==> config.mk <==
export PLATFORM = sky130hd
export DESIGN_NAME = mem_wb_stage
export DESIGN_NICKNAME = d
export VERILOG_FILES = /design/src/rtl/mem_wb_stage.sv
export SDC_FILE = /design/constraint.sdc
export NUM_CORES = 1
export LEC_CHECK = 0
export ABC_AREA = 1
export CAP_MARGIN = 15
export CORE_MARGIN = 3
export CORE_UTILIZATION = 35
export CTS_BUF_LIST = sky130_fd_sc_hd__clkbuf_4
export CTS_CLUSTER_DIAMETER = 120
export DETAILED_ROUTE_END_ITERATION = 8
export PLACE_DENSITY = 0.77
export SLEW_MARGIN = 20
export SYNTH_ARGS = -nofsm -noshare
export SYNTH_HDL_FRONTEND = slang
export SYNTH_SLANG_ARGS = --single-unit
==> constraint.sdc <==
create_clock -name clk -period 3.4 [get_ports clk]
set_input_delay 0.51 -clock clk [delete_from_list [all_inputs] [get_ports clk]]
set_output_delay 0.51 -clock clk [all_outputs]
set_load 0.05 [all_outputs]
==> src/rtl/mem_wb_stage.sv <==
// MEM stage of the 5-stage MIPS pipeline: data-memory req/ack access, branch resolution,
// upstream stall generation and the MEM/WB pipeline register.
module mem_wb_stage #(
    parameter int DATA_W      = 32,
    parameter int REG_W       = 5,
    parameter int ACK_TIMEOUT = 15
) (
    input  logic              clk,
    input  logic              rst,
    input  logic              in_valid,
    input  logic [1:0]        wb_ctlout,
    input  logic              branch,
    input  logic              memread,
    input  logic              memwrite,
    input  logic [DATA_W-1:0] add_result,
    input  logic              zero,
    input  logic [DATA_W-1:0] alu_result,
    input  logic [DATA_W-1:0] rdata2out,
    input  logic [REG_W-1:0]  five_bit_muxout,
    output logic              mem_req,
    output logic              mem_we,
    output logic [DATA_W-1:0] mem_addr,
    output logic [DATA_W-1:0] mem_wdata,
    input  logic              mem_ack,
    input  logic [DATA_W-1:0] mem_rdata,
    output logic              stall,
    output logic              pcsrc,
    output logic [DATA_W-1:0] branch_target,
    output logic              mem_err,
    output logic              wb_valid,
    output logic [1:0]        wb_ctl,
    output logic [DATA_W-1:0] read_data,
    output logic [DATA_W-1:0] wb_alu_result,
    output logic [REG_W-1:0]  wb_write_reg
);

    localparam int CNT_W = (ACK_TIMEOUT > 1) ? $clog2(ACK_TIMEOUT) : 1;
    localparam logic [CNT_W-1:0] CNT_LAST = CNT_W'(ACK_TIMEOUT - 1);

    typedef enum logic {IDLE, ACCESS} state_t;

    typedef struct packed {
        logic              valid;
        logic [1:0]        ctl;
        logic [DATA_W-1:0] rdata;
        logic [DATA_W-1:0] alu;
        logic [REG_W-1:0]  dst;
    } wb_t;

    state_t            state, state_n;
    logic [CNT_W-1:0]  cnt, cnt_n;
    logic              req_n, we_n, err_n;
    logic [DATA_W-1:0] addr_n, wdata_n;
    wb_t               wb_q, wb_n;
    logic              memop, acked, timeout;

    assign memop   = in_valid & (memread | memwrite);
    assign acked   = (state == ACCESS) & mem_ack;
    assign timeout = (state == ACCESS) & ~mem_ack & (cnt == CNT_LAST);

    assign stall         = memop & ~acked & ~timeout;
    assign pcsrc         = in_valid & branch & zero;
    assign branch_target = add_result;

    assign wb_valid      = wb_q.valid;
    assign wb_ctl        = wb_q.ctl;
    assign read_data     = wb_q.rdata;
    assign wb_alu_result = wb_q.alu;
    assign wb_write_reg  = wb_q.dst;

    always_comb begin
        state_n = state;
        cnt_n   = cnt;
        req_n   = mem_req;
        we_n    = mem_we;
        addr_n  = mem_addr;
        wdata_n = mem_wdata;
        err_n   = 1'b0;
        wb_n    = '0;
        case (state)
            IDLE: begin
                if (memop) begin
                    state_n = ACCESS;
                    cnt_n   = '0;
                    req_n   = 1'b1;
                    we_n    = memwrite;
                    addr_n  = alu_result;
                    wdata_n = rdata2out;
                end else if (in_valid) begin
                    wb_n.valid = 1'b1;
                    wb_n.ctl   = wb_ctlout;
                    wb_n.alu   = alu_result;
                    wb_n.dst   = five_bit_muxout;
                end
            end
            ACCESS: begin
                if (mem_ack) begin
                    state_n    = IDLE;
                    req_n      = 1'b0;
                    wb_n.valid = 1'b1;
                    wb_n.ctl   = wb_ctlout;
                    wb_n.rdata = mem_we ? '0 : mem_rdata;
                    wb_n.alu   = alu_result;
                    wb_n.dst   = five_bit_muxout;
                end else if (timeout) begin
                    // Retire without a register write so the pipeline keeps moving.
                    state_n    = IDLE;
                    req_n      = 1'b0;
                    err_n      = 1'b1;
                    wb_n.valid = 1'b1;
                    wb_n.alu   = alu_result;
                    wb_n.dst   = five_bit_muxout;
                end else begin
                    cnt_n = cnt + CNT_W'(1);
                end
            end
            default: state_n = IDLE;
        endcase
    end

    always_ff @(posedge clk) begin
        if (rst) begin
            state     <= IDLE;
            cnt       <= '0;
            mem_req   <= 1'b0;
            mem_we    <= 1'b0;
            mem_addr  <= '0;
            mem_wdata <= '0;
            mem_err   <= 1'b0;
            wb_q      <= '0;
        end else begin
            state     <= state_n;
            cnt       <= cnt_n;
            mem_req   <= req_n;
            mem_we    <= we_n;
            mem_addr  <= addr_n;
            mem_wdata <= wdata_n;
            mem_err   <= err_n;
            wb_q      <= wb_n;
        end
    end

endmodule

# Yosys cells after proc, flatten, opt, wreduce, memory -nomap -nowiden
# Cells that the tools add are included.
# totals
regBits,144
output_inout_bits,173
memories,0
rom_bits,0
in_bits,143
ramBits,0
latch_bits,0
# op_classes
n_eq_ne,5
div_mod_pow,0
mux,24
n_bitwise,13
reduce_logical,5
order_cmp,0
mul,0
n_addsub,1
shift,0
# op_table
op,count
$mux W37,4
$pmux W37 S2,1
$mux W34,1
$mux W32,1
$mux W4,3
$and A1 B1 Y1,8
$mux W1,8
$pmux W4 S2,1
$mux W3,2
$ne A2 B2 Y1 const B,3
$pmux W3 S2,1
$add A4 B1 Y4 const B,1
$eq A4 B4 Y1 const B,1
$not A1 Y1,4
$pmux W1 S2,2
$reduce_and A2 Y1,2
$reduce_or A4 Y1,1
$ne A3 B2 Y1 const B,1
$reduce_and A3 Y1,1
$reduce_or A3 Y1,1
$or A1 B1 Y1,1

# Depth between registers and ports, before layout
# depth
ltp_word,6
depth_mapped,8
mapped_depth_nobuf,8

# Worst setup path after synthesis
# No wires, ideal clock.
# synth_timing
path_kind,input port to output port
start,input mem_ack
end,output stall
required_ns,2.890
n_path_buf,0
arrival_ns,1.574
path_slack_ns,1.316
stages,5
path_cell_list,nor2_1 nand2_2 inv_1 nor2_1 nor2_1
# synth_between
elab_chain_cells,5
elab_cells_between_ends,8
# synth_rtl
element,line_no,text
from (decl),24,"input logic mem_ack,"
$not A1 Y1 (no source line),--,
$and A1 B1 Y1 (2 in a row),59,assign timeout = (state == ACCESS) & ~mem_ack & (cnt == CNT_LAST);
$not A1 Y1,61,assign stall = memop & ~acked & ~timeout;
$and A1 B1 Y1 *,61,
to (decl),26,"output logic stall,"
# Every way passes the cells marked *; elsewhere a longest branch is shown, timed or not.

# Worst setup path in the final report
# layout_timing
start,input in_valid
end,output pcsrc
# layout_between
elab_chain_cells,2
# layout_rtl
element,line_no,text
from (decl),10,"input logic in_valid,"
$and A1 B1 Y1 (2 in a row),62,assign pcsrc = in_valid & branch & zero;
to (decl),27,"output logic pcsrc,"
# No other way between the ends.

==> run summary <==
Top cell by count, worst path = clkdlybuf4s50_1
min Tclk post-route = 2.59 ns
share of the synthesized area in the top cell type = 57.4%
die height = 126 um
sequential share of power = 47.6%
placed wire-length estimate = 10.1 mm
post-synthesis simple-gate area fraction = 19.2%
Port Buf Inserts = 251
Hold-fix buffers, CTS = 0
# setup viols final = 0
HP Class = primary input to flop
CP Max Fanout = 4
post-synthesis cell type count = 21
I/O pin count = 316
skew final = 0.0126 ns
Multi-input gate area = 1420 sq um
Post-DRT Antenna Nets = 0
CTS Buf Count = 17
adder-cell share of the synthesized area = 0.499%
largest family of logic cells by synthesized area = simple AND/OR/NAND/NOR gates
#FFs+latches synth = 144
CTS root buffer = clkbuf_4
CTS tree = built
crit-path max cell delay = 0.81 ns
Post-Route WL = 13.9 mm
Warnings, synthesis = 0
layout cells sized above 1 = 10.7%
Final Hold Viols = 0
n_diodes = 0
clk sink count = 144
first-pass GRT wire length = 21.7 mm
Pleak = 3.20 nW
GRT Util Overall = 17.5%
routed via count = 4263
Fmax = 386 MHz
H-tree levels = 4
Nets = 948
Seq/Total Area, Yosys = 57.4%
Hold Crit Depth = 4
PD cells = 488 nW/um^2
fill count = 1264
multiplexer share of the synthesized area = 0%
final instance area = 7710 sq um
CP startpoint kind = primary input
Slew Viols, Final = 0
setup tns final = 0 ns
period utilization = 76.2%
Worst-Skew Late Latency = 0.52 ns
Max Cap Viol = 0
synthesized cell area = 5020 sq um
Mapped Cells = 588
Via density = 4.28
combinational group share of total power = 19.4%
storage element area = 2880 sq um
DIE AREA = 15800 sq um
drt first pass iters = 4
Layout area overhead = 53.6%
Post-CTS Resized = 0
vias in the first global route = 4111
Die X = 126 um
FP Rows = 43
Synth area leaders = dfxtp_1 57%, nand2_1 8.9%, nor2_1 5.8%, inv_1 5.6%, a21oi_1 5.0%
Compound-Gate Fraction of Synth Area = 8.68%
Slew @ Worst Pin = 0.868 ns
Arrival @ worst endpoint = 2.08 ns
Starting Density = 36.0%
gpl congestion = 0.730
Clock power frac = 33.0%
RSZ-0062 raised after global routing = false
Core Region = 13900 sq um
DP Cell Count = 964
crit-path cells = clkdlybuf4s50_1 > and3_1 > clkdlybuf4s50_1
internal power = 2.66 mW
R2R depth = 6
drt wl/cell = 14.0 um
Sw Share = 29.4%
CP max stage cell = clkdlybuf4s50_1
pin count of the biggest net entering global routing = 41
Hold WS = 0.364 ns
syn avg cell area = 8.53 sq um
Post-Synth XOR/XNOR Area = 0%
Cell Area, Placed = 7370 sq um
relative slew slack = 42.1%
gr ovfl total = 0
P_sw = 1.10 mW
post-route insts no fill = 996
crit path kind = primary input to output pin
Post-Syn Nets = 733
Iter 0 DRT Violations = 136
crit path capture type = output pin
drt drc = 0
Worst-path clk slew = 0.12 ns
setup bufs post-CTS = 0
clk buf depth = 2
worst vdd ir = 0.252 mV
initial antenna violation count = 0
status = finished, final reports clean
Worst EP required = 2.89 ns
post-synth top area cell = dfxtp_1
==> metrics by stage <==
step                power, mW  worst slack (ns)  util [%]
CTS                      3.82             0.786      55.3
global placement         2.56             0.789      52.9
detailed placement       2.56             0.797      52.9
floorplan                2.35              1.32         -
global route             3.95             0.741      55.3
finish                   3.76             0.809      55.3
==> path summary, 6_finish.rpt <==
check / startpoint / to / slack, ns
worst max register to register: cnt[0] / wb_alu_result[18] / 1.46
worst min register to register: mem_wdata[13] / mem_wdata[13] / 0.47
worst min-delay path: rst / mem_req / 0.36
worst max-delay path: in_valid / pcsrc / 0.81
==> placed cells by master (no fill, tap or decap), types with 4 or more instances in the layout <==
cell type | Yosys | final
dfxtp_1 | 144 | 144
a21oi_1 | 50 | 50
nand2_2 | 22 | 22
a21oi_2 | 20 | 20
nand3_1 | 6 | 6
nand2_1 | 119 | 119
clkdlybuf4s50_1 | 0 | 249
inv_1 | 75 | 75
clkbuf_4 | 0 | 20
bufinv_16 | 0 | 4
nor2_1 | 78 | 78
buf_4 | 33 | 7
==> cell type report <==
class | instances | area share (%)
flip-flops and latches | 144 | 37.4
repair buffers | 257 | 33.1
multi-input cells | 305 | 18.5
inverters | 78 | 3.80
well taps | 180 | 2.92
clock inverters | 12 | 2.37
clock buffers | 20 | 1.95
==> power groups by stage <==
stage | registers, mW | logic, mW | clock network (mW)
2_1_floorplan | 2.07 | 0.277 | 0
4_1_cts | 1.79 | 0.738 | 1.29
5_1_grt | 1.80 | 0.775 | 1.37
3_3_place_gp | 1.82 | 0.731 | 0
3_5_place_dp | 1.83 | 0.735 | 0
6_report | 1.79 | 0.730 | 1.24
==> per-layer routing <==
layer | share of wire (%) | track usage, %
met5 | 0 | 0
met4 | 3.0 | 8.39
met3 | 9.8 | 7.63
met2 | 46 | 28.4
met1 | 41 | 19.8
==> cells by family (layout without fill, tap and decap cells) <==
logic type	after synthesis	after routing
AOI/OAI and AO/OA	72	72
adders and majority gates	2	2
buffers and inverters	139	367
DFF	144	144
and+or+nand+nor	231	231
==> synth_stat cells, drive strengths merged <==
library cell / number
dfxtp: 144
o21ai: 2
a21oi: 70
nand2: 141
buf: 49
nor4: 1
clkbuf: 12
ha: 2
and3: 1
nand3: 8
nor3b: 2
nor2: 78
inv: 78
==> critical path, delay by kind of cell <==
kind                   cells  cell delay, ns
buffers and inverters      2            1.37
and+or+nand+nor            1            0.21
No activity file was read; power rests on OpenSTA's default activity.
